==> config.mk <==
export PLATFORM = sky130hd
export DESIGN_NAME = hs_dest_rx
export DESIGN_NICKNAME = d
export VERILOG_FILES = /design/src/rtl/hs_dest_rx.sv
export SDC_FILE = /design/constraint.sdc
export NUM_CORES = 1
export LEC_CHECK = 0
export CORE_MARGIN = 5
export CORE_UTILIZATION = 24
export DETAILED_ROUTE_END_ITERATION = 7
export SETUP_SLACK_MARGIN = 0.4
export SYNTH_ARGS = -nofsm -noshare
export SYNTH_HDL_FRONTEND = slang
export SYNTH_SLANG_ARGS = --single-unit
==> constraint.sdc <==
create_clock -name clk_d -period 3 [get_ports clk_d]
set_input_delay 0.6 -clock clk_d [delete_from_list [all_inputs] [get_ports clk_d]]
set_output_delay 0.6 -clock clk_d [all_outputs]
set_load 0.02 [all_outputs]
==> src/rtl/hs_dest_rx.sv <==
// -----------------------------------------------------------------------------
// hs_dest_rx
// Destination side of a multi-bit four-phase request/acknowledge CDC handshake.
// The asynchronous `request` is synchronised into clk_d. The quasi-static
// source bus `d_in` is captured once per request and presented downstream
// through a one-entry valid/ready register slice. A wrapping counter records
// the number of captured words.
//
// Optional feature: define HS_DEST_RX_PARITY_EN to add even-parity checking.
// This adds input d_par and output par_err.
//
// Ports:
//   clk_d      in   destination clock
//   rst_n      in   asynchronous active-low reset
//   request    in   source request level (asynchronous to clk_d)
//   d_in       in   source data, stable while request is high
//   d_par      in   even parity over d_in    (HS_DEST_RX_PARITY_EN only)
//   par_err    out  parity mismatch on last capture (HS_DEST_RX_PARITY_EN only)
//   ack        out  registered acknowledge back to the source
//   data_out   out  captured word
//   out_valid  out  data_out holds an unconsumed word
//   out_ready  in   downstream accepts the word when out_valid is high
//   busy       out  FSM is in the ACK state
//   xfer_cnt   out  words captured since reset, wraps modulo 2^CNT_WIDTH
// -----------------------------------------------------------------------------
module hs_dest_rx #(
    parameter int WIDTH       = 8,
    parameter int SYNC_STAGES = 2,
    parameter int CNT_WIDTH   = 16
) (
    input  logic                 clk_d,
    input  logic                 rst_n,
    input  logic                 request,
    input  logic [WIDTH-1:0]     d_in,
`ifdef HS_DEST_RX_PARITY_EN
    input  logic                 d_par,
    output logic                 par_err,
`endif
    output logic                 ack,
    output logic [WIDTH-1:0]     data_out,
    output logic                 out_valid,
    input  logic                 out_ready,
    output logic                 busy,
    output logic [CNT_WIDTH-1:0] xfer_cnt
);

    typedef enum logic {
        IDLE = 1'b0,
        ACK  = 1'b1
    } state_t;

    state_t                 state_q, state_d;
    logic [SYNC_STAGES-1:0] sync_q;
    logic                   req_s;
    logic                   ack_q, ack_d;
    logic [WIDTH-1:0]       data_q, data_d;
    logic                   valid_q, valid_d;
    logic [CNT_WIDTH-1:0]   cnt_q, cnt_d;
    logic                   capture;

    assign req_s = sync_q[SYNC_STAGES-1];

    // Request synchroniser. d_in is deliberately not synchronised. It is
    // only sampled once req_s is high, and by then the source has held it
    // stable for at least SYNC_STAGES clk_d edges.
    always_ff @(posedge clk_d or negedge rst_n) begin
        if (!rst_n) begin
            sync_q <= '0;
        end else begin
            sync_q <= {sync_q[SYNC_STAGES-2:0], request};
        end
    end

    always_ff @(posedge clk_d or negedge rst_n) begin
        if (!rst_n) begin
            state_q <= IDLE;
            ack_q   <= 1'b0;
            data_q  <= '0;
            valid_q <= 1'b0;
            cnt_q   <= '0;
        end else begin
            state_q <= state_d;
            ack_q   <= ack_d;
            data_q  <= data_d;
            valid_q <= valid_d;
            cnt_q   <= cnt_d;
        end
    end

    always_comb begin
        state_d = state_q;
        ack_d   = ack_q;
        data_d  = data_q;
        valid_d = valid_q;
        cnt_d   = cnt_q;
        capture = 1'b0;

        case (state_q)
            IDLE: begin
                // Capture only when the slot is empty or draining this cycle.
                // Otherwise ack stays low, which backpressures the source.
                if (req_s && (!valid_q || out_ready)) begin
                    capture = 1'b1;
                    ack_d   = 1'b1;
                    state_d = ACK;
                end
            end
            ACK: begin
                // Wait for req_s to return low. This guarantees that a
                // request held high produces exactly one capture.
                if (!req_s) begin
                    ack_d   = 1'b0;
                    state_d = IDLE;
                end
            end
            default: begin
                state_d = IDLE;
                ack_d   = 1'b0;
            end
        endcase

        // A capture takes priority over a drain on the same cycle, so the
        // slot stays full with the new word and no bubble appears.
        if (capture) begin
            data_d  = d_in;
            valid_d = 1'b1;
            cnt_d   = cnt_q + CNT_WIDTH'(1);
        end else if (valid_q && out_ready) begin
            valid_d = 1'b0;
        end
    end

`ifdef HS_DEST_RX_PARITY_EN
    logic par_q, par_d;

    always_comb begin
        par_d = par_q;
        if (capture) begin
            par_d = ((^d_in) != d_par);
        end
    end

    always_ff @(posedge clk_d or negedge rst_n) begin
        if (!rst_n) begin
            par_q <= 1'b0;
        end else begin
            par_q <= par_d;
        end
    end

    assign par_err = par_q;
`endif

    assign ack       = ack_q;
    assign data_out  = data_q;
    assign out_valid = valid_q;
    assign busy      = (state_q == ACK);
    assign xfer_cnt  = cnt_q;

endmodule
==> results of run 1 <==
-- synth_stat cells, drive strengths merged --
cell type  instances  share of area, %
a21oi              1              0.41
and2               1              0.72
and3               3               2.0
buf                1              0.62
dfrtp             29                60
ha                 1               1.0
inv                3              0.93
mux2               9               8.4
nand2              5               1.5
nand2b             2               1.6
nand3              4               3.1
nand4              3               2.1
nor2               5               1.5
nor2b              1               1.1
nor3               7               2.9
nor4               1               1.0
o21ai              1              0.41
xnor2              6               4.3
xor2               9               6.5
-- flip-flops by register name (all words and copies together), names as in the netlist --
signal and count:
xfer_cnt 16, data_out 8, sync_q 2, ack 1
busy 1, out_valid 1
-- stage by stage --
step,power (mW),std cells,util [%],setup slack [ps],hold WS (ps)
after detailed placement,0.8756,197,34.83,1032,336.3
after CTS,1.237,205,36.94,1007,350.2
final,1.214,205,36.94,1032,347.4
after floorplan,0.6904,92,-,1506,304.4
after global routing,1.287,205,36.94,980.8,353.2
after global placement,0.8672,197,34.83,1056,334.4
-- placed cells by master (no fill, tap or decap), types with 2 or more instances in the layout --
cell type	count
xor2_1	9
nand3_1	2
xnor2_1	6
nor2_1	5
dfrtp_1	29
clkdlybuf4s50_1	38
nand2_1	5
and3_1	2
mux2_2	9
inv_1	3
clkbuf_8	7
nor3_1	7
nand4_1	2
-- where the power goes --
| group | leakage, nW | total (mW) | internal (mW) | switching (mW) |
|---|---|---|---|---|
| clock | 0.0542 | 0.352 | 0.207 | 0.145 |
| combinational | 0.370 | 0.342 | 0.181 | 0.161 |
| sequential | 0.357 | 0.520 | 0.456 | 0.0642 |
-- final cells by class --
class	instances	area, um^2	area share, %
multi-input cells	59	469.2	26.37
well taps	67	83.83	4.712
inverters	3	11.26	0.6329
clock buffers	7	96.34	5.415
clock inverters	1	5.005	0.2813
repair buffers	39	387.9	21.80
flip-flops and latches	29	725.7	40.79
-- worst max-delay path by stage --
stage	to	slack, ps	cells after the start
after floorplan	data_out[2]	1510	4
after global placement	data_out[1]	1060	4
after detailed placement	data_out[1]	1030	4
after CTS	busy	1010	1
after global routing	xfer_cnt[2]	980	1
final	busy	1030	1
-- per-layer routing --
layer,track usage (%),vias to the layer above
li1,-,396
met1,10.65,415
met2,13.30,22
met3,3.659,4
met4,4.561,0
met5,0,-
-- cell families after synthesis --
family	after synthesis	share of synthesized area, %
muxes	9	8.351
AOI/OAI and AO/OA	2	0.8240
adders and majority gates	1	1.031
and+or+nand+nor	32	17.63
buffers and inverters	4	1.547
DFF	29	59.79
xor gates and xnor gates	15	10.83
==> reports/metrics.csv, run 1 <==
stage;metric;value;unit
status;status;finished clean;
clock_network;clkTransAtPathRegs;60;ps
clock_network;cts_hold_buf;0;
sta;final-setup-viol-count;0;
route;vias;837;
yosys;yosysWarnings;0;
yosys;syn_nets;105;
floorplanning;coreArea;4817;um^2
setup_path;path_delay_family;buffers and inverters;
clock_network;cts.root.buffer_cell;clkbuf_8;
route;first_pass_iters;3;
power;power_density;682.4;nW/um^2
floorplanning;dieHeight;81.11;um
route;wl_met2;1.244;mm
route;wl_met3;238;um
route;wl_per_cell;12.69;um
floorplanning;rows;25;
setup_path;rr_startpoint;busy;
route;drt_iter0_drc;38;
job;drv_cap;0;
global_routing;grt_max_degree;30;
placed_design;dpl.hpwl;1.954;mm
route;wirelength;2.602;mm
sta;min_period;1968;ps
setup_path;cp-end-kind;output pin;
sta;period_share;65.59;%
setup_path;crit_path_start;busy;
floorplanning;die_x;81.11;um
placed_design;placed_area;1678;um^2
yosys;ys_seq_elements;29;
setup_path;rrSetupSlack;1630;ps
route;antenna_left;0;
clock_network;numCtsBuffers;5;
yosys;ys_seq_area_share;59.79;%
yosys;synth_area;1214;um^2
floorplanning;io_pins;39;
route;routed_via_density;4.083;
setup_path;worst_ep_required_time;2400;ps
setup_path;path_class;reg2out;
clock_network;htreeDepth;2;
floorplanning;dieArea;6579;um^2
clock_network;cts.path.max_buffers;2;
power;ir_drop;0.2251;mV
global_routing;grt_use_total;8.794;%
global_routing;antenna_found_initial;0;
yosys;synthCells;92;
clock_network;ctsResizeCount;0;
finish;syn_to_final_growth;46.60;%
clock_network;postCtsSetupBuffers;0;
setup_path;r2r_cells;3;
sta;tightest_slew;364.2;ps
global_routing;grt-ovfl-total;0;
sta;hold_violations;0;
placed_design;gp_congestion;0.8210;
finish;diodes;0;
setup_path;cp_cell_sequence;clkdlybuf4s50_1;
hold_path;min_from;sync_q[0];
hold_path;min_to;sync_q[1];
hold_path;hp-class;reg2reg;
finish;fin_nets;150;
sta;rsz0062_at_grt;false;
finish;fin_area;1779;um^2
clock_network;clk_latency;280;ps
sta;setup_tns;0;ps
power;leakagePower;0.7810;nW
route;route.detailed.drc;0;
setup_path;cp_num_buf_inv;1;
floorplanning;start_util;25.19;%
setup_path;crit_path_start_kind;register;
setup_path;cp_max_fo;5;
setup_path;slowest_delay;640;ps
sta;clock_skew;7.629;ps
clock_network;cts_tree;yes;
setup_path;crit_slowest_cell;clkdlybuf4s50_1;
global_routing;grt_pass1_wl;4.340;mm
yosys;synth.distinct_cells;24;
global_routing;grt_pass1_vias;876;
route;wl_met1;1.093;mm
hold_path;holdPathStages;0;
placed_design;port_buffers;38;
route;highest_layer;met4;
finish;drive_above_1_share;18.84;%
sta;slew_violations;0;
setup_path;cp.arrival;1370;ps
sta;fmax;508.2;MHz
setup_path;r2r-end;data_out[3];
finish;n_fill_cell;485;
clock_network;clock-sinks;29;
sta;max_slew_margin;75.72;%
yosys;avgSynthCellArea;13.19;um^2
(Power assumes the default switching activity.)
==> run 2: changes to the inputs <==
clock period = 1.74 ns   (was 3 ns; I/O delays follow)
==> run 2 against run 1 <==
Compared with the run above: via count rose by 12%; combinational power rose by 110%; final cell count rose by 9.8%; die area did not move; sequential share of layout area fell by 4.4 points; critical path depth rose by 4; first-iteration DRC count fell by 76%; register-to-register slack got worse by 1200 ps; clock power rose by 71%; highest routed layer unchanged.
==> reports/metrics.csv, run 2 (synthesis gave the netlist of run 1 again) <==
stage;metric;value;unit
clock_network;cts.path.max_buffers;2;
finish;final-seq-area;728.2;um^2
finish;fin_area;2003;um^2
sta;hold_ws;349.0;ps
sta;setup_ws;407.8;ps
setup_path;crit_cells;5;
floorplanning;io_pins;39;
floorplanning;dieArea;6579;um^2
clock_network;numCtsBuffers;5;
finish;final_cell_count_no_fill;225;
route;route.detailed.drc;0;
finish;multi_input_area;574.3;um^2
setup_path;r2r_cells;5;
setup_path;path_class;reg2reg;
placed_design;numPlacedInstances;197;
global_routing;grt_use_total;9.832;%
route;vias;934;
sta;fmax;750.6;MHz
global_routing;grt_max_degree;30;
finish;layout_commonest_cell;dfrtp_1;
status;status;finished clean;
placed_design;dp_slack;6.360;ps
clock_network;htreeDepth;2;
global_routing;antenna_found_initial;0;
global_routing;grtUsageMet2;15.35;%
setup_path;cp_max_fo;8;
finish;drive_above_1_share;52.53;%
setup_path;cp.arrival;1530;ps
finish;largest_reg_flops;16;
setup_path;crit_path_start_kind;register;
placed_design;port_buffers;38;
power;ir_drop;0.4818;mV
route;drt_iter0_drc;9;
route;wirelength;2.918;mm
route;routed_via_density;4.151;
finish;fin_nets;170;
placed_design;placed_area;1702;um^2
job;drv_cap;0;
power;power_density;1110;nW/um^2
finish;final_core_util;41.58;%
clock_network;clk_latency;280;ps
sta;tightest_slew;366.7;ps
placed_design;dpl.hpwl;1.912;mm
setup_path;crit_slowest_cell;dfrtp_1;
clock_network;cts_tree;yes;
hold_path;hp-class;reg2reg;
setup_path;cp_num_buf_inv;1;
route;first_pass_iters;4;
floorplanning;rows;25;
hold_path;holdPathStages;0;
setup_path;cp_cell_sequence;and3_4 > nand3_4 > buf_4 > nor3_2 > xor2_1;
global_routing;grt_pass1_wl;4.747;mm
power;fin_total_pwr;2.224;mW
sta;min_period;1332;ps
global_routing;busiest_layer;met2;
route;antenna_left;0;
setup_path;worst_ep_required_time;1930;ps
setup_path;rrSetupSlack;410;ps
setup_path;cp-end-kind;register;
global_routing;grtUsageMet1;11.38;%
floorplanning;dieHeight;81.11;um
route;wl_per_cell;12.97;um
setup_path;slowest_delay;400;ps
setup_path;path_delay_family;simple AND/OR/NAND/NOR gates;
sta;period_share;76.57;%
global_routing;use_met3;5.322;%
power;leakagePower;0.9267;nW
sta;max_slew_margin;75.55;%
sta;rsz0062_at_grt;true;
sta;setup_tns;0;ps
floorplanning;die_x;81.11;um
finish;mostFrequentLayoutCells;dfrtp_1, buf_4, clkdlybuf4s15_2;
finish;diodes;0;
sta;slew_violations;0;
sta;final-setup-viol-count;0;
floorplanning;coreArea;4817;um^2
placed_design;gp_congestion;0.7585;
floorplanning;start_util;25.19;%
finish;n_fill_cell;471;
global_routing;grt-ovfl-total;0;
clock_network;clkTransAtPathRegs;60;ps
sta;hold_violations;0;
finish;syn_to_final_growth;65.05;%
sta;clock_skew;3.811;ps
clock_network;cts.root.buffer_cell;clkbuf_8;
global_routing;grt_pass1_vias;1001;
clock_network;clock-sinks;29;
==> run 2: worst register-to-register path, cell delays in order (launching register included) <==
cell     delay [ps]
dfrtp_1         400
and3_4          220
nand3_4         150
buf_4           180
nor3_2          110
xor2_1          180
==> run 2: final timing paths <==
check,endpoint,startpoint
max reg2reg,xfer_cnt[10],xfer_cnt[3]
min,sync_q[1],sync_q[0]
max in group asynchronous,busy,rst_n
min reg2reg,sync_q[1],sync_q[0]
min in group asynchronous,xfer_cnt[15],rst_n
max,xfer_cnt[10],xfer_cnt[3]
==> run 2: area by class of cell <==
| cell class | instances | share of cell area [%] |
|---|---|---|
| sequential | 29 | 36.35 |
| multi-input combinational | 60 | 28.67 |
| clock inverter | 1 | 0.2498 |
| timing repair buffer | 58 | 25.17 |
| tap | 67 | 4.185 |
| inverter | 3 | 0.5621 |
| clock buffer | 7 | 4.809 |
==> run 2: per-layer routing <==
| layer | routed length, um | up-vias | share of wire, % |
|---|---|---|---|
| met5 | 0 | - | 0 |
| met4 | 37 | 0 | 1.3 |
| met3 | 302 | 6 | 10 |
| met2 | 1305 | 45 | 45 |
| met1 | 1273 | 439 | 44 |
| li1 | - | 444 | - |
==> run 2: power by group <==
group          total, mW  switching [mW]  internal [mW]
Combinational      0.725           0.336          0.389
Sequential         0.897           0.109          0.789
Clock              0.601           0.245          0.356
==> run 2: timing repair <==
action / 4_1_cts / 5_1_grt
hold endpoints to repair: 0 / 0
cloned: 1 / 0
setup buffers: 12 / 7
gates resized for setup: 77 / 27
pin swaps: 5 / 4
setup endpoints to repair: 43 / 27
hold buffers: 0 / 0
==> run 3: changes to the inputs <==
clock period = 1.4 ns   (was 1.74 ns; I/O delays follow)
==> run 3 against run 2 <==
Compared with the run above: die area unchanged; first-iteration DRC count grew to 5.2 times the previous value; utilization grew 5.5 points; via count is 7.1% higher; total power increased by 37%; sequential share of layout area fell by 3.8 points; clock skew rose by 1.4 ps; final area grew 13%; largest power group is now combinational cells.
==> reports/metrics.csv, run 3 (synthesis gave the netlist of run 1 again) <==
stage;metric;value;unit
route;antenna_left;0;
clock_network;clk_latency;280;ps
sta;hold_violations;0;
global_routing;grtUsageMet1;12.40;%
sta;clock_skew;5.195;ps
setup_path;r2r_cells;3;
setup_path;slowest_delay;430;ps
clock_network;cts.root.buffer_cell;clkbuf_8;
setup_path;cp.arrival;1470;ps
global_routing;grt_pass1_vias;1136;
floorplanning;dieHeight;81.11;um
sta;final-setup-viol-count;0;
clock_network;numCtsBuffers;5;
global_routing;grtUsageMet2;19.13;%
sta;tightest_slew;226.3;ps
clock_network;htreeDepth;2;
floorplanning;coreArea;4817;um^2
job;drv_cap;0;
route;routed_via_density;4.237;
finish;diodes;0;
route;first_pass_iters;4;
route;drt_iter0_drc;47;
setup_path;cp_cell_sequence;nor2b_4 > and2_4 > mux2_4;
finish;layout_commonest_cell;buf_6;
placed_design;dpl.hpwl;1.942;mm
floorplanning;start_util;25.19;%
setup_path;rr_startpoint;busy;
sta;rsz0062_at_grt;true;
finish;mostFrequentLayoutCells;buf_6, buf_4, dfrtp_1;
finish;fin_nets;181;
clock_network;cts_hold_buf;0;
placed_design;port_buffers;38;
setup_path;crit_slowest_cell;dfrtp_2;
global_routing;use_met3;5.876;%
hold_path;hp-class;in2async;
route;wirelength;3.314;mm
finish;largest_reg_flops;16;
clock_network;cts.path.max_buffers;2;
setup_path;cp_max_fo;7;
sta;period_share;93.25;%
setup_path;crit_path_start_kind;register;
floorplanning;dieArea;6579;um^2
global_routing;grt_use_total;11.41;%
global_routing;grt-ovfl-total;0;
sta;setup_tns;0;ps
sta;fmax;766.0;MHz
setup_path;path_class;reg2reg;
finish;syn_to_final_growth;86.80;%
placed_design;dp_slack;-251.4;ps
sta;hold_ws;349.7;ps
sta;min_period;1305;ps
clock_network;clkTransAtPathRegs;60;ps
global_routing;grt_pass1_wl;5.609;mm
route;vias;1000;
global_routing;grt_max_degree;30;
power;power_density;1346;nW/um^2
status;status;finished clean;
setup_path;r2r-end;data_out[5];
finish;drive_above_1_share;63.31;%
clock_network;clock-sinks;29;
floorplanning;rows;25;
sta;setup_ws;94.53;ps
setup_path;rrSetupSlack;90;ps
setup_path;cp-end-kind;register;
global_routing;antenna_found_initial;0;
setup_path;path_delay_family;simple AND/OR/NAND/NOR gates;
setup_path;cp_num_buf_inv;0;
route;route.detailed.drc;0;
floorplanning;die_x;81.11;um
route;wl_per_cell;14.04;um
power;fin_total_pwr;3.052;mW
power;ir_drop;0.5642;mV
sta;slew_violations;0;
setup_path;worst_ep_required_time;1570;ps
sta;max_slew_margin;84.91;%
floorplanning;io_pins;39;
placed_design;gp_congestion;0.7319;
power;leakagePower;1.139;nW
clock_network;cts_tree;yes;
global_routing;busiest_layer;met2;
==> run 3: routing by layer <==
layer | routed length [um] | share of wire (%) | up-vias
met4 | 35 | 1.1 | 0
li1 | - | - | 461
met3 | 277 | 8.4 | 6
met2 | 1667 | 50 | 39
met1 | 1334 | 40 | 494
met5 | 0 | 0 | -
==> run 3: how the worst max path moves through the flow <==
stage	startpoint	end	slack, ps	cells after the start
2_1_floorplan	busy	data_out[2]	50	4
3_3_place_gp	out_ready	data_out[0]	-230	4
3_5_place_dp	out_ready	data_out[1]	-250	4
4_1_cts	busy	data_out[5]	100	3
5_1_grt	busy	xfer_cnt[7]	50	4
6_report	busy	data_out[5]	90	3
==> run 3: report_power, final <==
part / total, mW / leakage [nW] / internal (mW) / switching (mW)
Sequential: 1.13 / 0.346 / 0.989 / 0.141
Clock: 0.762 / 0.0542 / 0.443 / 0.319
Combinational: 1.16 / 0.739 / 0.677 / 0.482
Total: 3.05 / 1.14 / 2.11 / 0.942
==> run 3: metrics by stage <==
step | cell area (um^2) | instances | utilization, %
after global routing | 2267 | 236 | 47.06
after CTS | 2158 | 231 | 44.81
final | 2267 | 236 | 47.06
after detailed placement | 1769 | 203 | 36.73
after global placement | 1769 | 203 | 36.73
after floorplan | 1255 | 92 | -
==> run 3: cell type report <==
type                    instances  area (um^2)
clock buffers                   7        96.34
clock inverters                 1        5.005
fillers                       450         2550
inverters                       3        11.26
multi-input cells              60        646.9
flip-flops and latches         29        737.0
well taps                      67        83.83
repair buffers                 69        686.9
==> run 3: what timing repair did <==
action / CTS / global route
endpoints found under the setup margin: 52 / 52
cloned: 1 / 0
setup buffers: 19 / 5
pin swaps: 20 / 3
resized for setup: 179 / 14
